### config.mk
export PLATFORM = sky130hd
export DESIGN_NAME = mc_main_control
export DESIGN_NICKNAME = d
export VERILOG_FILES = /design/src/rtl/mc_main_control.sv
export SDC_FILE = /design/constraint.sdc
export NUM_CORES = 1
export LEC_CHECK = 0
export ABC_CLOCK_PERIOD_IN_PS = 3100
export BUFFER_PORTS_ARGS = -buffer_cell sky130_fd_sc_hd__buf_4
export CAP_MARGIN = 20
export CORE_AREA = 2 2 59 47
export DETAILED_ROUTE_END_ITERATION = 6
export DIE_AREA = 0 0 61 49
export GPL_TIMING_DRIVEN = 0
export SETUP_SLACK_MARGIN = 0.05
export SLEW_MARGIN = 10
export SYNTH_ARGS = -nofsm -noshare
export SYNTH_HDL_FRONTEND = slang
export SYNTH_SLANG_ARGS = --single-unit
### constraint.sdc
create_clock -name clk -period 3.1 [get_ports clk]
set_input_delay 0.62 -clock clk [delete_from_list [all_inputs] [get_ports clk]]
set_output_delay 0.62 -clock clk [all_outputs]
set_load 0.01 [all_outputs]
### src/rtl/mc_main_control.sv
`default_nettype none
// ============================================================================
// Module      : mc_main_control
// Description : Main control FSM of the multi-cycle MIPS datapath; sequences
//               fetch/decode/execute/memory/writeback with memory-ready stalls.
// Revision    : 1.0 - initial release
// ============================================================================
module mc_main_control #(
  parameter logic [5:0] OP_RTYPE = 6'h00,
  parameter logic [5:0] OP_LW    = 6'h23,
  parameter logic [5:0] OP_SW    = 6'h2B,
  parameter logic [5:0] OP_BEQ   = 6'h04,
  parameter logic [5:0] OP_J     = 6'h02,
  parameter logic [5:0] OP_ADDI  = 6'h08
) (
  input  logic       clk,
  input  logic       rst_n,
  input  logic [5:0] opcode,
  input  logic       mem_ready,
  output logic       PCWrite,
  output logic       PCWriteCond,
  output logic       IorD,
  output logic       MemRead,
  output logic       MemWrite,
  output logic       IRWrite,
  output logic       MemtoReg,
  output logic       RegDst,
  output logic       RegWrite,
  output logic       ALUSrcA,
  output logic [1:0] ALUSrcB,
  output logic [1:0] ALUOp,
  output logic [1:0] PCSource,
  output logic       instr_done,
  output logic       bad_op,
  output logic [3:0] state
);

  typedef enum logic [3:0] {
    S_FETCH  = 4'd0,
    S_DECODE = 4'd1,
    S_MEMADR = 4'd2,
    S_MEMRD  = 4'd3,
    S_MEMWB  = 4'd4,
    S_MEMWR  = 4'd5,
    S_EXEC   = 4'd6,
    S_ALUWB  = 4'd7,
    S_BRANCH = 4'd8,
    S_JUMP   = 4'd9,
    S_ADDIEX = 4'd10,
    S_ADDIWB = 4'd11
  } state_t;

  localparam logic [1:0] c_srcb_b    = 2'b00;
  localparam logic [1:0] c_srcb_four = 2'b01;
  localparam logic [1:0] c_srcb_imm  = 2'b10;
  localparam logic [1:0] c_srcb_br   = 2'b11;

  state_t r_state;
  state_t w_next;
  logic   r_bad_op;
  logic   w_set_bad;

  always_ff @(posedge clk or negedge rst_n) begin
    if (!rst_n) begin
      r_state  <= S_FETCH;
      r_bad_op <= 1'b0;
    end else begin
      r_state <= w_next;
      if (w_set_bad) begin
        r_bad_op <= 1'b1;
      end
    end
  end

  always_comb begin
    w_next      = S_FETCH;
    w_set_bad   = 1'b0;
    PCWrite     = 1'b0;
    PCWriteCond = 1'b0;
    IorD        = 1'b0;
    MemRead     = 1'b0;
    MemWrite    = 1'b0;
    IRWrite     = 1'b0;
    MemtoReg    = 1'b0;
    RegDst      = 1'b0;
    RegWrite    = 1'b0;
    ALUSrcA     = 1'b0;
    ALUSrcB     = c_srcb_b;
    ALUOp       = 2'b00;
    PCSource    = 2'b00;
    instr_done  = 1'b0;

    case (r_state)
      S_FETCH: begin
        // IR and PC load only in the cycle the instruction word arrives
        MemRead = 1'b1;
        ALUSrcB = c_srcb_four;
        IRWrite = mem_ready;
        PCWrite = mem_ready;
        w_next  = mem_ready ? S_DECODE : S_FETCH;
      end
      S_DECODE: begin
        ALUSrcB = c_srcb_br;
        case (opcode)
          OP_LW, OP_SW: w_next = S_MEMADR;
          OP_RTYPE:     w_next = S_EXEC;
          OP_BEQ:       w_next = S_BRANCH;
          OP_J:         w_next = S_JUMP;
          OP_ADDI:      w_next = S_ADDIEX;
          default: begin
            w_set_bad  = 1'b1;
            instr_done = 1'b1;
            w_next     = S_FETCH;
          end
        endcase
      end
      S_MEMADR: begin
        ALUSrcA = 1'b1;
        ALUSrcB = c_srcb_imm;
        w_next  = (opcode == OP_LW) ? S_MEMRD : S_MEMWR;
      end
      S_MEMRD: begin
        MemRead = 1'b1;
        IorD    = 1'b1;
        w_next  = mem_ready ? S_MEMWB : S_MEMRD;
      end
      S_MEMWB: begin
        RegWrite   = 1'b1;
        MemtoReg   = 1'b1;
        instr_done = 1'b1;
        w_next     = S_FETCH;
      end
      S_MEMWR: begin
        MemWrite   = 1'b1;
        IorD       = 1'b1;
        instr_done = mem_ready;
        w_next     = mem_ready ? S_FETCH : S_MEMWR;
      end
      S_EXEC: begin
        ALUSrcA = 1'b1;
        ALUOp   = 2'b10;
        w_next  = S_ALUWB;
      end
      S_ALUWB: begin
        RegWrite   = 1'b1;
        RegDst     = 1'b1;
        instr_done = 1'b1;
        w_next     = S_FETCH;
      end
      S_BRANCH: begin
        ALUSrcA     = 1'b1;
        ALUOp       = 2'b01;
        PCWriteCond = 1'b1;
        PCSource    = 2'b01;
        instr_done  = 1'b1;
        w_next      = S_FETCH;
      end
      S_JUMP: begin
        PCWrite    = 1'b1;
        PCSource   = 2'b10;
        instr_done = 1'b1;
        w_next     = S_FETCH;
      end
      S_ADDIEX: begin
        ALUSrcA = 1'b1;
        ALUSrcB = c_srcb_imm;
        w_next  = S_ADDIWB;
      end
      S_ADDIWB: begin
        RegWrite   = 1'b1;
        instr_done = 1'b1;
        w_next     = S_FETCH;
      end
      // encodings 12-15 drive nothing and recover to FETCH
      default: w_next = S_FETCH;
    endcase
  end

  assign bad_op = r_bad_op;
  assign state  = r_state;

endmodule
`default_nettype wire
# Word level (Yosys, flattened, before mapping)
# Index checks and enable logic that the tools add are counted.
dict set report totals {
  wordCells 50
  ff_bits 5
  output_inout_bits 22
  input_bits 9
}
dict set report op_classes {
  n_reduce_logical 10
  eq_ne 16
  n_mux 22
}
# operator n
set op_table {}
lappend op_table {{$pmux W4 S7} 1}
lappend op_table {{$pmux W4 S5} 1}
lappend op_table {{$eq A4 B3 Y1 const B} 4}
lappend op_table {{$eq A4 B4 Y1 const B} 4}
lappend op_table {{$eq A6 B6 Y1 const B} 2}
lappend op_table {{$mux W1} 12}
lappend op_table {{$mux W3} 3}
lappend op_table {{$eq A4 B2 Y1 const B} 2}
lappend op_table {{$pmux W2 S2} 2}
lappend op_table {{$reduce_or A2 Y1} 4}
lappend op_table {{$eq A6 B2 Y1 const B} 1}
lappend op_table {{$eq A6 B3 Y1 const B} 1}
lappend op_table {{$eq A6 B4 Y1 const B} 1}
lappend op_table {{$logic_not A6 Y1} 1}
lappend op_table {{$pmux W2 S3} 1}
lappend op_table {{$reduce_or A6 Y1} 1}
lappend op_table {{$reduce_or A5 Y1} 1}
lappend op_table {{$eq A4 B1 Y1 const B} 1}
lappend op_table {{$logic_not A4 Y1} 1}
lappend op_table {{$reduce_or A4 Y1} 1}
lappend op_table {{$pmux W1 S3} 1}
lappend op_table {{$reduce_or A3 Y1} 1}
lappend op_table {{$pmux W1 S2} 1}

# Longest topological paths before layout
# Gate-level depths: netlist of run 1.
dict set report logic_depth {
  word_depth 4
  mapped_depth 5
}

# Worst setup path before layout of run 1
# No wires, ideal clock.
dict set report synth_timing {
  kind {in2out}
  start {input opcode[0]}
  end {output instr_done}
  path_stages 4
  path_slack_ns 1.191
  path_buffers 0
  arrival_ns 1.289
  cell_sequence {nor3_1 nor4b_2 nand4b_1 nand2_1}
}
dict set report synth_via {
  elab_chain_len 4
  word_cells_on_any_way 9
  cone_classes {eq/ne (5); mux (2); reduce/logical (2)}
}
# item line
set synth_rtl {}
lappend synth_rtl {{start: declaration} 18} ;# input logic [5:0] opcode,
lappend synth_rtl {{$eq A6 B6 Y1 (tied with other cells)} 104} ;# case (opcode)
lappend synth_rtl {{$reduce_or A6 Y1 (no line) (*)} -}
lappend synth_rtl {{$mux W1 (*)} 104}
lappend synth_rtl {{$pmux W1 S3 (*)} 93} ;# case (r_state)
lappend synth_rtl {{end: declaration} 33} ;# output logic instr_done,
# Every way passes the cells marked *; elsewhere a longest branch is shown, timed or not.

# Worst setup path after layout of run 1
# Ends and elaborated chain as after synthesis.

==> flow_summary.json, run 1 <==
{
  "status": "complete, no violations",
  "place_inst": 149,
  "clock_skew_ns": 0.00232,
  "die-width_um": 61,
  "synthMuxAreaShare_pct": 1.64,
  "final_util_pct": 36.8,
  "synth.most_common_cell": "nor3_1",
  "place.gp.congestion": 0.778,
  "relSlewSlack_pct": 73.6,
  "clock.fmax_ghz": 0.449,
  "cts_tree": "built",
  "min_period_over_period_pct": 71.9,
  "yosysWarnings": 0,
  "port_buffers": 30,
  "drv_slew": 0,
  "rr_startpoint": "state[0]$_DFF_PN0_",
  "num_rows": 16,
  "cts-htree-levels": 1,
  "holdBufCountCts": 0,
  "cts.path.max_buffers": 2,
  "clk_latency_ns": 0.24,
  "grt_pass1_vias": 641,
  "synthTopCellsByArea": "dfrtp_1, nor3_1, nand2b_1",
  "crit_start": "opcode[0]",
  "synth-edff-count": 0,
  "yosys-top-cells-count": "nor3_1, a21oi_1, nand2_1, nand2b_1, nor2_1",
  "max_cap_viol_count": 0,
  "path_common_cell": "buf_4",
  "end_kind": "primary output",
  "grt_pass1_wl_mm": 2.71,
  "cts_sinks": 5,
  "grt.overflow.total": 0,
  "multi_input_area_um2": 437,
  "dr.pass1.iters": 4,
  "rsz0062_at_grt": "false",
  "syn_avg_cell_area_um2": 7.34,
  "synth_top_area_cell": "dfrtp_1",
  "die_h_um": 49,
  "drt_iter0_drc": 22,
  "hold_path_class": "in2async",
  "via_per_inst": 4.67,
  "antenna_cells": 0,
  "p_leak_nw": 0.408,
  "synth_top_family_by_area": "simple AND/OR/NAND/NOR gates",
  "synth_compound_area_share_pct": 20.7,
  "netlist-cell-type-count": 36,
  "path_clk_slew_ns": 0.04,
  "numCtsBuffers": 3,
  "worstPathCellList": "buf_4 -> nor3_1 -> nor4b_2 -> nand4b_1 -> nand2_1 -> buf_4",
  "critPathMaxStageDelay_ns": 0.26,
  "start_util_pct": 24.7,
  "final_nets": 127,
  "crit_fanout": 6,
  "detail-route-antenna-nets": 0,
  "synth_ff_type": "dfrtp_1",
  "synth_top_area_share_pct": 20.5,
  "yosys.area_share.xor_xnor_pct": 2.87,
  "tns_ns": 0,
  "p_per_area_nw_per_um2": 306,
  "antenna_found_initial": 0,
  "area_delta_synth_final_pct": 48.7,
  "pin_count": 31,
  "setup_viol": 0,
  "met2_usage_pct": 15.6,
  "grtUsageMet3_pct": 3.18,
  "cts_root_buf": "clkbuf_4",
  "critPathKind": "in2out",
  "grt_use_met1_pct": 16.8,
  "yosys.area_share.simple_pct": 46.4,
  "crit_arrival_ns": 1.61,
  "synth-seq-area-share_pct": 20.5,
  "grt_usage_pct": 11.6,
  "worst_r2r_path_depth": 5,
  "synth.net_count": 92,
  "drt_wl_total_mm": 1.69,
  "postCtsResizedCells": 0,
  "synthCells": 83,
  "coreArea_um2": 2460,
  "wl_per_cell_um": 11.0,
  "regArea_um2": 125,
  "synth_seq_cells": 5,
  "hold_viol_final": 0,
  "drc": 0,
  "cpMaxStageDelayCell": "nor4b_2",
  "drive_above_1_share_pct": 38.5,
  "worst_pin_slew_ns": 0.396,
  "via_count": 714,
  "syn-cell-area_um2": 609,
  "final.min_clock_period_ns": 2.23,
  "stdcell_count": 153,
  "grt_max_degree": 11,
  "hpwl_mm": 1.36,
  "cp.required_ns": 2.48,
  "synthAdderAreaFrac_pct": 0,
  "dieArea_um2": 2990,
  "vdd_drop_max_mv": 0.0828,
  "synthArstFlopShare_pct": 100,
  "busiest_layer": "met1",
  "fill_cells": 282,
  "postCtsSetupRepairBufs": 0,
  "cp-start-kind": "primary input"
}
## metrics by stage
stage	power [mW]	area, um2	setup WS (ns)	hold slack [ns]
floorplan	0.147	609	1.19	0.324
global placement	0.204	880	0.842	0.422
detailed placement	0.206	880	0.847	0.424
CTS	0.282	906	0.841	0.166
global route	0.299	906	0.651	0.163
finish	0.277	906	0.871	0.174
## flip-flops by register name, indices dropped and copies added, names as in the netlist
| register | cells |
|---|---|
| bad_op | 1 |
| state | 4 |
## worst max-delay path, delay by kind of cell
kind | cells | cell delay [ns]
simple gates | 4 | 0.72
buf+inv | 2 | 0.27
## cells by family after synthesis
kind of cell           after synthesis
AND/OR/NAND/NOR                     46
AO/OA/AOI/OAI                       20
buffers and inverters                9
flip-flops                           5
XOR/XNOR                             2
multiplexers                         1
## placed cells by master (no fill, tap or decap), drive strengths merged
master,Yosys,final
and2,1,1
or3,1,1
and4bb,1,1
nor4b,3,3
o22ai,1,1
or3b,1,1
nor3,9,9
o221ai,1,1
mux2i,1,1
o21a,1,1
or2,1,1
and3,2,2
nor3b,3,3
xor2,1,1
inv,1,1
nor2b,1,1
a211oi,1,1
a21oi,7,7
nand4b,1,1
a211o,1,1
clkbuf,0,4
nand2b,6,6
nand2,7,7
xnor2,1,1
o211ai,3,3
dfrtp,5,5
o21ai,5,5
nor4,2,2
nand3,1,1
nor2,6,6
buf,8,38
## routing by layer
layer,wire length (um),vias up
li1,-,375
met3,126,2
met4,17,0
met1,856,308
met2,688,29
met5,0,-
## power breakdown
group	internal, mW	leakage, nW	total [mW]	switching (mW)
combinational	0.0625	0.330	0.132	0.0696
clock	0.0485	0.0150	0.0725	0.0240
sequential	0.0692	0.0628	0.0723	0.00316
## final timing paths
check                           slack [ns]                  to
worst min register to register        0.47  bad_op$_DFFE_PN0P_
worst max-delay path                  0.87          instr_done
max in group asynchronous             2.82  state[3]$_DFF_PN0_
worst max register to register        1.74  state[0]$_DFF_PN0_
min in group clk                      0.47  bad_op$_DFFE_PN0P_
worst min-delay path                  0.17  state[1]$_DFF_PN0_
## cell type report
cell class	count	area share (%)
Buffer	8	4.83
Inverter	1	0.414
Tap cell	36	4.97
Multi-Input combinational cell	69	48.2
Timing Repair Buffer	30	24.9
Sequential cell	5	13.8
Clock buffer	4	2.90
No activity file was read; power rests on OpenSTA's default activity.
==> run 2: changes to the inputs <==
ABC_CLOCK_PERIOD_IN_PS = 2200   (was 3100)
clock period = 2.2 ns   (was 3.1 ns; I/O delays follow)
==> flow_summary.json, run 2 (same netlist as run 1, synthesis figures left out) <==
{
  "area_delta_synth_final_pct": 50.9,
  "cts-htree-levels": 1,
  "antenna_cells": 0,
  "clock_skew_ns": 0.00237,
  "num_rows": 16,
  "cts_root_buf": "clkbuf_4",
  "grt_usage_pct": 11.6,
  "dpl_cell_area_um2": 880,
  "final.min_clock_period_ns": 1.98,
  "dieArea_um2": 2990,
  "antenna_found_initial": 0,
  "die_h_um": 49,
  "dr.pass1.iters": 2,
  "worst_r2r_path_depth": 5,
  "drv_slew": 0,
  "p_leak_nw": 0.415,
  "relSlewSlack_pct": 76.1,
  "min_period_over_period_pct": 90.0,
  "crit_fanout": 8,
  "r2r-end": "state[0]$_DFF_PN0_",
  "tns_ns": 0,
  "final_common_cell": "buf_4",
  "rr_startpoint": "state[0]$_DFF_PN0_",
  "worst_pin_slew_ns": 0.357,
  "fill_cells": 279,
  "cts_tree": "built",
  "regArea_um2": 125,
  "reg2reg_slack_ns": 0.85,
  "cts_sinks": 5,
  "drt_wl_total_mm": 1.69,
  "total_power_mw": 0.393,
  "hold_viol_final": 0,
  "die-width_um": 61,
  "cts.path.max_buffers": 2,
  "drt_iter0_drc": 24,
  "layout_common_cells": "buf_4, nor3_1, a21oi_1, nand2_1, nor2_1",
  "path_clk_slew_ns": 0.04,
  "final_nets": 128,
  "wl_per_cell_um": 11.0,
  "grt_pass1_wl_mm": 2.71,
  "hpwl_mm": 1.36,
  "grt_pass1_vias": 641,
  "drive_above_1_share_pct": 39.8,
  "clk_latency_ns": 0.24,
  "hold_path_depth": 1,
  "numCtsBuffers": 3,
  "p_per_area_nw_per_um2": 427,
  "setup_viol": 0,
  "hold_end": "bad_op$_DFFE_PN0P_",
  "rsz0062_at_grt": "false",
  "pin_count": 31,
  "critPathKind": "reg2out",
  "vdd_drop_max_mv": 0.117,
  "grt_max_degree": 11,
  "crit_arrival_ns": 1.54,
  "status": "complete, no violations",
  "cp.required_ns": 1.76,
  "detail-route-antenna-nets": 0,
  "multi_input_area_um2": 439,
  "drc": 0,
  "max_cap_viol_count": 0,
  "place.gp.congestion": 0.778,
  "hold_path_class": "reg2reg",
  "design_area_um2": 920,
  "coreArea_um2": 2460,
  "via_count": 715,
  "via_per_inst": 4.64,
  "start_util_pct": 24.7,
  "grt.overflow.total": 0,
  "port_buffers": 30,
  "hold_path_startpoint": "bad_op$_DFFE_PN0P_",
  "cp-start-kind": "register",
  "clock.fmax_ghz": 0.505,
  "end_kind": "primary output",
  "largest_reg_flops": 4
}
[run 2: cell count changes in the layout (fill, tap and decap cells not counted), sizes merged]
cell | before | now
buf | 38 | 37
clkbuf | 4 | 5
dlygate4sd3 | 0 | 1
[run 2: how the worst max path moves through the flow]
stage                            start     endpoint  slack (ns)  cells past startpoint
finish              state[1]$_DFF_PN0_   instr_done        0.22                      5
global placement             opcode[0]   instr_done        0.30                      6
floorplan           state[0]$_DFF_PN0_  PCSource[0]        0.48                      4
global route        state[1]$_DFF_PN0_   instr_done        0.06                      5
detailed placement           opcode[0]   instr_done        0.31                      6
CTS                 state[1]$_DFF_PN0_   instr_done        0.16                      5
[run 2: critical path, stage by stage (launching register included)]
cell	delay [ns]
dfrtp_1	0.46
nand2b_2	0.28
nor3_2	0.18
nand4b_1	0.17
nand2_1	0.10
buf_4	0.12
[run 2: timing repair]
action,CTS,global route
endpoints found under the setup margin,0,2
hold buffers,1,0
resized for setup,0,2
setup buffers,0,0
endpoints found under the hold margin,5,0
[run 2: routing by layer]
| layer | part of all wire (%) | GRT usage (%) | up-vias |
|---|---|---|---|
| li1 | - | - | 377 |
| met5 | 0 | 0 | - |
| met4 | 0 | 5.07 | 0 |
| met1 | 51 | 16.8 | 311 |
| met3 | 7.0 | 3.18 | 0 |
| met2 | 42 | 15.6 | 27 |
[run 2: layout make-up]
type / instances / share of cell area (%)
Tap cell: 36 / 4.90
Multi-Input combinational cell: 69 / 47.8
Buffer: 8 / 4.90
Inverter: 1 / 0.408
Timing Repair Buffer: 31 / 25.6
Sequential cell: 5 / 13.6
Clock buffer: 4 / 2.86
[run 2: metrics by stage]
| stage | cells | hold slack, ns | utilization [%] | worst slack (ns) |
|---|---|---|---|---|
| 3_5_place_dp | 149 | 0.244 | 35.7 | 0.307 |
| 5_1_grt | 154 | 0.512 | 37.3 | 0.0615 |
| 3_3_place_gp | 149 | 0.242 | 35.7 | 0.302 |
| 6_report | 154 | 0.469 | 37.3 | 0.221 |
| 4_1_cts | 154 | 0.479 | 37.2 | 0.157 |
| 2_1_floorplan | 83 | 0.144 | - | 0.479 |
[run 2: power breakdown]
part	leakage [nW]	internal, mW	switching [mW]	total (mW)
registers	0.0628	0.0975	0.00434	0.102
logic	0.337	0.0902	0.0989	0.189
clock network	0.0150	0.0683	0.0337	0.102
==> run 3: changes to the inputs <==
CELL_PAD_IN_SITES_DETAIL_PLACEMENT = 1   (was not set)
CELL_PAD_IN_SITES_GLOBAL_PLACEMENT = 1   (was not set)
CORE_AREA = 2 2 44 63   (was 2 2 59 47)
DIE_AREA = 0 0 46 65   (was 0 0 61 49)
PLACE_DENSITY_LB_ADDON = 0.1   (was not set)
==> flow_summary.json, run 3 (same netlist as run 1, synthesis figures left out) <==
{
  "final_common_cell": "buf_4",
  "critPathKind": "reg2out",
  "cp_num_buf_inv": 1,
  "cts_sinks": 5,
  "hold_path_class": "reg2reg",
  "worstPathCellList": "nand2b_2 -> nor3_2 -> nand4b_1 -> nand2_1 -> buf_4",
  "dieArea_um2": 2990,
  "cts-htree-levels": 1,
  "cp.required_ns": 1.76,
  "hold_viol_final": 0,
  "postCtsSetupRepairBufs": 0,
  "drt_iter0_drc": 10,
  "port_buffers": 30,
  "final.min_clock_period_ns": 2.05,
  "cts_root_buf": "clkbuf_4",
  "pwr-share-comb_pct": 47.9,
  "setup_viol": 0,
  "fill_cells": 321,
  "worst_pin_slew_ns": 0.325,
  "wl_per_cell_um": 13.6,
  "antenna_cells": 0,
  "switching_share_pct": 36.0,
  "cp-start-kind": "register",
  "via_per_inst": 5.16,
  "coreArea_um2": 2480,
  "switchingPower_mw": 0.144,
  "regArea_um2": 125,
  "rsz0062_at_grt": "false",
  "status": "complete, no violations",
  "finalWorstSetupSlack_ns": 0.154,
  "numCtsBuffers": 3,
  "die_h_um": 65,
  "drive_above_1_share_pct": 39.8,
  "reg2reg_slack_ns": 0.82,
  "dr.pass1.iters": 2,
  "p_leak_nw": 0.415,
  "cts.path.max_buffers": 2,
  "dpl_cell_area_um2": 865,
  "grt_max_degree": 11,
  "detail-route-antenna-nets": 0,
  "tns_ns": 0,
  "grt_usage_pct": 13.6,
  "path_clk_slew_ns": 0.05,
  "p_per_area_nw_per_um2": 442,
  "design_area_um2": 905,
  "pin_count": 31,
  "largest_reg_flops": 4,
  "area_delta_synth_final_pct": 48.5,
  "max_cap_viol_count": 0,
  "num_rows": 22,
  "grt_pass1_vias": 688,
  "end_kind": "primary output",
  "crit_family": "simple AND/OR/NAND/NOR gates",
  "clk_latency_ns": 0.24,
  "crit_arrival_ns": 1.61,
  "vdd_drop_max_mv": 0.484,
  "crit_fanout": 8,
  "hpwl_mm": 1.56,
  "clock.fmax_ghz": 0.489,
  "clock_skew_ns": 0.00540,
  "layout_common_cells": "buf_4, nor3_1, a21oi_1, nand2_1, nor2_1",
  "drv_slew": 0,
  "min_period_over_period_pct": 93.0,
  "grt_pass1_wl_mm": 3.09,
  "die-width_um": 46,
  "cts_tree": "built",
  "antenna_found_initial": 0,
  "place.gp.congestion": 0.765,
  "grt.overflow.total": 0,
  "drc": 0,
  "start_util_pct": 24.6,
  "dpl_worst_slack_ns": 0.232,
  "cpMaxStageDelayCell": "dfrtp_1",
  "multi_input_area_um2": 439,
  "power_frac_clock_pct": 26.9,
  "drt_wl_total_mm": 1.93,
  "final_nets": 128,
  "critPathMaxStageDelay_ns": 0.45,
  "power_frac_seq_pct": 25.3,
  "via_count": 733,
  "relSlewSlack_pct": 78.3,
  "p_int_mw": 0.256
}
## run 3: power by group through the flow
stage,registers [mW],logic [mW],clock network [mW]
6_report,0.101,0.191,0.107
3_5_place_dp,0.103,0.191,0
4_1_cts,0.101,0.192,0.113
5_1_grt,0.102,0.210,0.117
3_3_place_gp,0.102,0.189,0
2_1_floorplan,0.105,0.103,0
## run 3: area by class of cell
cell class	count	share of cell area (%)
buffer	8	4.98
inverter	1	0.415
sequential	5	13.8
clock buffer	4	2.90
timing repair buffer	31	26.0
tap	24	3.32
multi-input combinational	69	48.5
## run 3: through the flow
stage / hold slack [ns] / power (mW) / util (%) / cells
detailed placement: 0.244 / 0.294 / 34.9 / 137
finish: 0.471 / 0.400 / 36.5 / 142
global route: 0.504 / 0.430 / 36.5 / 142
global placement: 0.241 / 0.292 / 34.9 / 137
CTS: 0.473 / 0.407 / 36.4 / 142
floorplan: 0.144 / 0.208 / - / 83
## run 3: worst register-to-register path: stages, from the launching register on
cell and delay (ns):
dfrtp_1 0.46, nand2b_1 0.19, or3_1 0.39, o221ai_1 0.23
## run 3: path summary, 6_finish.rpt
path                                    start            endpoint  cells past startpoint
setup / recovery           state[1]$_DFF_PN0_          instr_done                      5
max in group asynchronous               rst_n  state[2]$_DFF_PN0_                      2
hold reg to reg            bad_op$_DFFE_PN0P_  bad_op$_DFFE_PN0P_                      1
hold / removal             bad_op$_DFFE_PN0P_  bad_op$_DFFE_PN0P_                      1
setup reg to reg           state[1]$_DFF_PN0_  state[2]$_DFF_PN0_                      3
min in group asynchronous               rst_n  bad_op$_DFFE_PN0P_                      2
## run 3: layer usage
| metal | wire, um | track usage (%) | share of wire, % |
|---|---|---|---|
| met1 | 789 | 16.3 | 41 |
| met5 | 0 | 0 | 0 |
| met4 | 0 | 2.50 | 0 |
| met2 | 1080 | 24.3 | 56 |
| met3 | 62 | 2.51 | 3.2 |
## run 3: what timing repair did
item                                    CTS  global route
resized for setup                         0             2
hold buffers                              1             0
endpoints found under the hold margin     5             0
endpoints found under the setup margin    0             2
